**config.mk**
```make
export PLATFORM = sky130hd
export DESIGN_NAME = tlul_csr_bridge
export DESIGN_NICKNAME = d
export VERILOG_FILES = /design/src/rtl/tlul_csr_bridge_pkg.sv /design/src/rtl/tlul_csr_bridge_rsp_intg.sv /design/src/rtl/tlul_csr_bridge.sv
export SDC_FILE = /design/constraint.sdc
export NUM_CORES = 1
export LEC_CHECK = 0
export CELL_PAD_IN_SITES_DETAIL_PLACEMENT = 1
export CELL_PAD_IN_SITES_GLOBAL_PLACEMENT = 2
export CORE_MARGIN = 2
export CORE_UTILIZATION = 25
export CTS_CLUSTER_DIAMETER = 50
export DETAILED_ROUTE_END_ITERATION = 10
export GPL_ROUTABILITY_DRIVEN = 0
export PLACE_DENSITY_LB_ADDON = 0.25
export SLEW_MARGIN = 30
export SYNTH_ARGS = -nofsm -noshare
export SYNTH_HDL_FRONTEND = slang
export SYNTH_SLANG_ARGS = --single-unit
```
**constraint.sdc**
```tcl
create_clock -name clk_i -period 3.7 [get_ports clk_i]
set_input_delay 0.74 -clock clk_i [delete_from_list [all_inputs] [get_ports clk_i]]
set_output_delay 0.74 -clock clk_i [all_outputs]
set_load 0.01 [all_outputs]
```
**src/rtl/tlul_csr_bridge_pkg.sv**
```systemverilog
// Shared TL-UL channel types, opcodes and the response integrity helper
// used by the TL-UL to CSR bus bridge.
package tlul_csr_bridge_pkg;

    localparam int TL_AW  = 32;
    localparam int TL_DW  = 32;
    localparam int TL_AIW = 8;
    localparam int TL_DIW = 1;
    localparam int TL_DBW = TL_DW / 8;
    localparam int TL_SZW = 2;

    typedef enum logic [2:0] {
        PutFullData    = 3'h0,
        PutPartialData = 3'h1,
        Get            = 3'h4
    } tl_a_op_e;

    typedef enum logic [2:0] {
        AccessAck     = 3'h0,
        AccessAckData = 3'h1
    } tl_d_op_e;

    typedef struct packed {
        logic [6:0] rsp_intg;
        logic [6:0] data_intg;
    } tl_d_user_t;

    typedef struct packed {
        logic                a_valid;
        tl_a_op_e            a_opcode;
        logic [2:0]          a_param;
        logic [TL_SZW-1:0]   a_size;
        logic [TL_AIW-1:0]   a_source;
        logic [TL_AW-1:0]    a_address;
        logic [TL_DBW-1:0]   a_mask;
        logic [TL_DW-1:0]    a_data;
        logic                d_ready;
    } tl_h2d_t;

    typedef struct packed {
        logic                d_valid;
        tl_d_op_e            d_opcode;
        logic [2:0]          d_param;
        logic [TL_SZW-1:0]   d_size;
        logic [TL_AIW-1:0]   d_source;
        logic [TL_DIW-1:0]   d_sink;
        logic [TL_DW-1:0]    d_data;
        tl_d_user_t          d_user;
        logic                d_error;
        logic                a_ready;
    } tl_d2h_t;

    // Interleaved parity: check bit b covers every input bit whose index is b mod 7.
    function automatic logic [6:0] intg7(input logic [63:0] x);
        logic [6:0] r;
        r = '0;
        for (int i = 0; i < 64; i++) begin
            r[3'(i % 7)] = r[3'(i % 7)] ^ x[6'(i)];
        end
        return r;
    endfunction

endpackage

```
**src/rtl/tlul_csr_bridge_rsp_intg.sv**
```systemverilog
// Fills the D-channel integrity user bits over the response header and data.
module tlul_csr_bridge_rsp_intg
    import tlul_csr_bridge_pkg::*;
#(
    parameter bit Enable = 1'b1
) (
    input  tl_d2h_t tl_i,
    output tl_d2h_t tl_o
);

    logic unused_user;
    assign unused_user = ^tl_i.d_user;

    always_comb begin
        tl_o = tl_i;
        if (Enable) begin
            tl_o.d_user.rsp_intg  = intg7(64'({tl_i.d_opcode, tl_i.d_size, tl_i.d_error}));
            tl_o.d_user.data_intg = intg7(64'(tl_i.d_data));
        end
    end

endmodule

```
**src/rtl/tlul_csr_bridge.sv**
```systemverilog
// TL-UL device to LiteX-style CSR bus bridge: one outstanding request,
// request checking with error responses and a saturating error counter.
module tlul_csr_bridge
    import tlul_csr_bridge_pkg::*;
#(
    parameter int AW               = 12,
    parameter int DW               = 32,
    parameter int CsrWords         = 1024,
    parameter int ReadLatency      = 1,
    parameter bit EnableRspIntgGen = 1'b1
) (
    input  logic          clk_i,
    input  logic          rst_ni,
    input  tl_h2d_t       tl_i,
    output tl_d2h_t       tl_o,
    output logic [AW-3:0] csr_adr_o,
    output logic          csr_we_o,
    output logic [DW-1:0] csr_dat_w_o,
    input  logic [DW-1:0] csr_dat_r_i,
    output logic [7:0]    err_cnt_o
);

    if (DW != TL_DW) begin : g_dw_chk
        $error("tlul_csr_bridge: DW must equal TL_DW");
    end
    if (ReadLatency < 1 || ReadLatency > 4) begin : g_rl_chk
        $error("tlul_csr_bridge: ReadLatency must be in 1..4");
    end

    typedef enum logic [1:0] {StIdle, StAccess, StResp} state_e;

    localparam logic [TL_SZW-1:0] WordSize = TL_SZW'($clog2(DW / 8));

    state_e              state_q;
    tl_d_op_e            d_op_q;
    logic [TL_AIW-1:0]   src_q;
    logic [TL_SZW-1:0]   size_q;
    logic                err_q;
    logic                is_put_q;
    logic [DW-1:0]       rdata_q;
    logic [AW-3:0]       adr_q;
    logic [DW-1:0]       wdat_q;
    logic                we_q;
    logic [1:0]          cnt_q;
    logic [7:0]          err_cnt_q;
    logic [7:0]          err_cnt_d;

    logic is_get, is_put, req_err;

    always_comb begin
        is_get  = (tl_i.a_opcode == Get);
        is_put  = (tl_i.a_opcode == PutFullData) || (tl_i.a_opcode == PutPartialData);
        // The CSR bus has no byte enables, so partial writes are refused outright.
        req_err = !(is_get || is_put)
               || (tl_i.a_size != WordSize)
               || (tl_i.a_address[1:0] != 2'b00)
               || (32'(tl_i.a_address[AW-1:2]) >= 32'(CsrWords))
               || (is_put && (tl_i.a_mask != '1));
    end

    assign err_cnt_d = (err_cnt_q == 8'hFF) ? err_cnt_q : err_cnt_q + 8'd1;

    always_ff @(posedge clk_i or negedge rst_ni) begin
        if (!rst_ni) begin
            state_q   <= StIdle;
            d_op_q    <= AccessAck;
            src_q     <= '0;
            size_q    <= '0;
            err_q     <= 1'b0;
            is_put_q  <= 1'b0;
            rdata_q   <= '0;
            adr_q     <= '0;
            wdat_q    <= '0;
            we_q      <= 1'b0;
            cnt_q     <= '0;
            err_cnt_q <= '0;
        end else begin
            we_q <= 1'b0;
            case (state_q)
                StIdle: begin
                    if (tl_i.a_valid) begin
                        src_q    <= tl_i.a_source;
                        size_q   <= tl_i.a_size;
                        err_q    <= req_err;
                        is_put_q <= is_put;
                        d_op_q   <= is_get ? AccessAckData : AccessAck;
                        rdata_q  <= (req_err && is_get) ? '1 : '0;
                        if (req_err) begin
                            state_q <= StResp;
                        end else begin
                            state_q <= StAccess;
                            adr_q   <= tl_i.a_address[AW-1:2];
                            cnt_q   <= 2'(ReadLatency - 1);
                            if (is_put) begin
                                wdat_q <= tl_i.a_data;
                                we_q   <= 1'b1;
                            end
                        end
                    end
                end
                StAccess: begin
                    if (is_put_q) begin
                        state_q <= StResp;
                    end else if (cnt_q == 2'd0) begin
                        rdata_q <= csr_dat_r_i;
                        state_q <= StResp;
                    end else begin
                        cnt_q <= cnt_q - 2'd1;
                    end
                end
                StResp: begin
                    if (tl_i.d_ready) begin
                        state_q <= StIdle;
                        if (err_q) err_cnt_q <= err_cnt_d;
                    end
                end
                default: state_q <= StIdle;
            endcase
        end
    end

    tl_d2h_t rsp_raw;

    always_comb begin
        rsp_raw          = '0;
        rsp_raw.d_valid  = (state_q == StResp);
        rsp_raw.d_opcode = d_op_q;
        rsp_raw.d_size   = size_q;
        rsp_raw.d_source = src_q;
        rsp_raw.d_data   = rdata_q;
        rsp_raw.d_error  = err_q;
        rsp_raw.a_ready  = (state_q == StIdle);
    end

    tlul_csr_bridge_rsp_intg #(
        .Enable(EnableRspIntgGen)
    ) u_rsp_intg (
        .tl_i(rsp_raw),
        .tl_o(tl_o)
    );

    logic unused_tl;
    assign unused_tl = ^{tl_i.a_param, tl_i.a_address[TL_AW-1:AW]};

    assign csr_adr_o   = adr_q;
    assign csr_we_o    = we_q;
    assign csr_dat_w_o = wdat_q;
    assign err_cnt_o   = err_cnt_q;

endmodule

```
* After elaboration in Yosys (flattened, before gate mapping) *
Index checks and enable logic that the tools add are counted.

operators by class
  $add $sub $neg = 2
  equality and inequality tests = 14
  mux-type cells = 21
  bitwise operators = 2
  reduce and logical (&&, ||, !) cells = 20

operators by type and width
  cell                 number
  $mux 32              4
  $pmux 32 s2          1
  $mux 2               9
  $ne 2x2->1 const B   7
  $reduce_and 4->1     3
  $add 8x1->8 const B  1
  $eq 8x8->1 const B   1
  $pmux 2 s3           1
  $reduce_and 3->1     2
  $logic_or 1x1->1     5
  $mux 1               5
  $reduce_and 5->1     1
  $logic_not 2->1      2
  $ne 4x4->1 const B   1
  $pmux 2 s2           1
  $reduce_bool 2->1    2
  $eq 3x1->1 const B   1
  $eq 3x3->1 const B   1
  $logic_not 3->1      1
  $ne 3x3->1 const B   1
  $eq 2x1->1 const B   1
  $eq 2x2->1 const B   1
  $logic_and 1x1->1    2
  $not 1->1            2
  other kinds (3)      3

word-level totals
  flip-flop bits (word level) = 102
  input port bits = 120
  output and inout port bits = 117

* Logic depth before layout (Yosys ltp) *
  depth in word-level cells = 11
  gate-level depth with buffers = 7
  gate-level depth less buffers = 6

* Modules after synthesis *
From an unflattened synthesis, not the netlist that was laid out.

second synthesis, totals
  cells, all modules = 395
  area total of the unflattened synthesis = 4624.4 sq um

by module, submodules not included
  module                    times used  cells an instance  area each (sq um)  sequential area each (sq um)
  tlul_csr_bridge           1           328                4125.2             2502.4
  tlul_csr_bridge_rsp_intg  1           67                 499.2              0.0

* Worst setup path after synthesis *
OpenSTA, ideal clock, no wires.

  path type = input to register
  from = input port tl_i[83] (netlist name)
  to = register wdat_q[0] (netlist: csr_dat_w_o[0])
  arrival = 2283 ps
  data required time = 3575 ps
  setup slack = 1292 ps
  cell stages on the path = 5
  path buffers = 1
  cell sequence = or4b_4 > a2111oi_4 > nand2_2 > buf_6 > mux2_4

on the way
  cells in the longest elaborated chain, start to end = 9

ends and longest elaborated chain
  what                                                  RTL line               RTL
  start, declared                                       tlul_csr_bridge.sv:14  input tl_h2d_t tl_i,
  $eq 3x1->1 / $logic_not 3->1 (equally long branches)  tlul_csr_bridge.sv:52  is_put = (tl_i.a_opcode == PutFullData) || (tl_i.a_opcode == PutPartialData);
  $logic_or 1x1->1                                      tlul_csr_bridge.sv:52
  $logic_or 1x1->1                                      tlul_csr_bridge.sv:54  req_err = !(is_get || is_put)
  $logic_not 1->1                                       tlul_csr_bridge.sv:54
  $logic_or 1x1->1                                      tlul_csr_bridge.sv:55  || (tl_i.a_size != WordSize)
  $logic_or 1x1->1                                      tlul_csr_bridge.sv:56  || (tl_i.a_address[1:0] != 2'b00)
  $logic_or 1x1->1                                      tlul_csr_bridge.sv:58  || (is_put && (tl_i.a_mask != '1));
  $not 1->1 (no line)                                   -
  $reduce_and 4->1 (no line) (*)                        -
  end signal, assigned                                  tlul_csr_bridge.sv:95  wdat_q <= tl_i.a_data;
  end, declared                                         tlul_csr_bridge.sv:42  logic [DW-1:0] wdat_q;

Mark *: on every way between the ends. The rest lies on a longest branch, timed or not.
A chain may end at the register's enable or synchronous reset.

* Final worst setup path *
  from = input port tl_i[83] (netlist name)
  to = register wdat_q[27] (netlist: csr_dat_w_o[27])

The elaborated chain is that of the path after synthesis.

==> results.txt <==
Status -> finished, final reports clean
Row count -> 47
Cell Chain, Critical Path -> clkdlybuf4s50_1, or4b_4, a2111oi_4, nand2_2, buf_4, mux2_4
Reg2Reg Setup Slack -> 1.62 ns
Wire per inst -> 16.05 µm
Minimum clock period -> 2.708 ns
Post-Syn Instances -> 347
Storage element area -> 2502 µm²
Reg2reg start -> state_q[0]$_DFFE_PN0P_
Area growth, synth to finish -> 57.19%
Largest net degree at the start of global routing -> 56
Critical Path Source Type -> input pin
Die area -> 18,140 µm²
Psw -> 1404 µW
LEAKAGE -> 0.002944 µW
Critical path arrival -> 2.95 ns
Synth Flop Type -> dfrtp_1
Initial cell density of the core -> 25.66%
Power Total -> 4444 µW
GRT Util Overall -> 13.98%
Final setup fails -> 0
Worst r2r path cells -> 5
Register area share after synthesis -> 58.60%
Initial DRC Count -> 73
Total grt overflow -> 0
Die Y -> 134.7 µm
Initial antenna violation count -> 0
Ant. Diodes -> 0
Logic gate share of total power -> 38.3%
Syn. warnings -> 0
Vias in the first global route -> 3,621
Reg clk slew, reported paths -> 0.07 ns
TritonCTS Buffers -> 9
CTS Sinks -> 100
Setup TNS -> 0 ns
Max-slew violation count -> 0
Power Dens Cells -> 662.0 nW/µm²
Via count -> 3,233
Avg Inst Size Synth -> 12.31 µm²
Number of port buffers -> 193
RSZ-0062 raised after global routing -> no
I/O pin total -> 237
Clk_lat worst skew -> 0.35 ns
Post-route ant nets -> 0
First-pass detailed-route iteration total -> 4
Crit path max fanout -> 32
Width of the die -> 134.7 µm
CTS tree -> built
Ys async rst share -> 100.0%
Max Root-Sink Buffers -> 2
CP Capture Type -> flip-flop
Hold WC Path Type -> input pin to asynchronous set/reset pin
Core footprint -> 16,640 µm²
Clock share of power -> 24.8%
Sequential Power Share -> 36.9%
Max IR drop VDD -> 0.3266 mV
Tcrit/Tclk final -> 73.19%
Synthesis-stage register bit count -> 100
Postcts setup bufs -> 0
Cts repair resizes -> 0
Hold-fix buffers at CTS -> 0
Final #Nets -> 662
Post-Syn Area -> 4270 µm²
Layout cells sized above 1 -> 15.96%
Max Fclk -> 369.3 MHz
Max cap viols -> 0
P_int -> 3040 µW
Post-DR vias/cell -> 4.226
Placed wire-length estimate -> 8936 µm
Post-Route Skew -> 0.007428 ns
Worst path required time -> 3.94 ns
Post-synth EDFFs -> 0
Slew margin rel. -> 50.22%
Yosys cell types -> 36
First-pass GRT wire length -> 19,640 µm
Largest stage delay, worst path -> 0.58 ns
Hold Vio Cnt, Final -> 0
H-tree depth -> 3
Multi-input gate area in the final layout -> 1589 µm²
Sw Share -> 31.58%
# DRC -> 0
Fillcell total -> 1,785
Crit path max-delay cell type -> or4b_4
Root buffer cell -> clkbuf_16
Worst-margin pin slew -> 0.7467 ns
Critical path class -> input pin to flip-flop
Reg-to-Reg End -> csr_dat_w_o[27]$_DFFE_PN0P_
Total wire length -> 12,280 µm
[critical path: cells and delay by family]
kind	cells	cell delay, ns
AO/OA/AOI/OAI	1	0.38
AND/OR/NAND/NOR	2	0.66
buffers and inverters	2	0.78
multiplexers	1	0.37
[cell usage in the layout (no fill, tap or decap), drive strengths merged, types with 2 or more instances in the layout]
cell type and n:
xnor2 6, a21oi 35, nor2 37, bufinv 3
nand3 3, buf 9, inv 5, o21ai 2
clkdlybuf4s50 192, conb 20, and3 3, ha 2
nand4 4, a21o 2, nand2 40, clkbuf 9
mux2 54, dfrtp 100, or3b 3
[synth_stat cells, types with 4 or more instances]
library cell,n,area share [%]
dfrtp_1,100,59
nand2_1,39,3.4
nor2_1,37,3.3
a21oi_1,35,4.1
mux2_4,30,11
mux2_2,24,6.3
buf_4,21,3.7
clkbuf_1,10,0.88
xnor2_1,6,1.2
buf_2,4,0.47
nand4_1,4,0.59
[cell families (layout without fill, tap and decap cells)]
kind of cell | count (synthesis) | count (layout) | synth area share, %
adders and majority gates | 2 | 2 | 0.5859
muxes | 54 | 54 | 16.88
DFF | 100 | 100 | 58.60
other | 1 | 20 | 0.08781
AOI/OAI and AO/OA | 45 | 45 | 6.212
buffers and inverters | 41 | 220 | 6.094
xor gates and xnor gates | 7 | 7 | 1.436
and+or+nand+nor | 97 | 97 | 10.11
[routing by layer]
| layer | routed length (µm) | GRT usage (%) | part of all wire [%] |
|---|---|---|---|
| met3 | 874 | 4.655 | 7.1 |
| met1 | 4981 | 16.60 | 41 |
| met4 | 232 | 5.322 | 1.9 |
| met2 | 6190 | 23.46 | 50 |
| met5 | 0 | 0 | 0 |
[area by class of cell]
cell class                 count  share of cell area (%)
timing repair buffer         201                   29.64
sequential                   100                   37.28
inverter                       3                  0.1678
clock inverter                 7                   1.789
multi-input combinational    225                   23.67
clock buffer                   9                   3.355
tap                          220                   4.101
[how the worst max path moves through the flow]
stage | start | to | slack [ns] | depth (start not counted)
2_1_floorplan | tl_i[83] | csr_dat_w_o[0]$_DFFE_PN0P_ | 1.29 | 5
3_3_place_gp | tl_i[83] | csr_dat_w_o[20]$_DFFE_PN0P_ | 0.63 | 6
3_5_place_dp | tl_i[83] | csr_dat_w_o[12]$_DFFE_PN0P_ | 0.60 | 6
4_1_cts | tl_i[83] | csr_dat_w_o[9]$_DFFE_PN0P_ | 0.99 | 6
5_1_grt | tl_i[83] | csr_dat_w_o[8]$_DFFE_PN0P_ | 0.89 | 6
6_report | tl_i[83] | csr_dat_w_o[27]$_DFFE_PN0P_ | 0.99 | 6
[stage by stage]
step / cell area, µm² / hold slack (ns) / utilization, % / cells / worst slack, ns
floorplan: 4342 / 0.4444 / - / 366 / 1.292
global placement: 6367 / 0.4687 / 38.26 / 749 / 0.6349
detailed placement: 6367 / 0.4775 / 38.26 / 749 / 0.6025
CTS: 6713 / 0.4714 / 40.34 / 765 / 0.9851
global route: 6713 / 0.5058 / 40.34 / 765 / 0.8943
finish: 6713 / 0.4411 / 40.34 / 765 / 0.9918
[power by group through the flow]
stage | Combinational [µW] | Sequential, µW | Clock [µW]
CTS | 1750 | 1650 | 1150
detailed placement | 1740 | 1670 | 0
global placement | 1710 | 1650 | 0
finish | 1700 | 1640 | 1100
global route | 1870 | 1690 | 1200
floorplan | 633 | 1780 | 0
[state kept, by name (all words and copies together) (netlist names)]
signal and cells:
src_q 8, cnt_q 2, size_q 2, csr_we_o 1, rdata_q 32, csr_adr_o 10
csr_dat_w_o 32, err_q 1, is_put_q 1, err_cnt_o 8, state_q 2, d_op_q 1
Note: power is estimated with default switching activity, not from simulation.
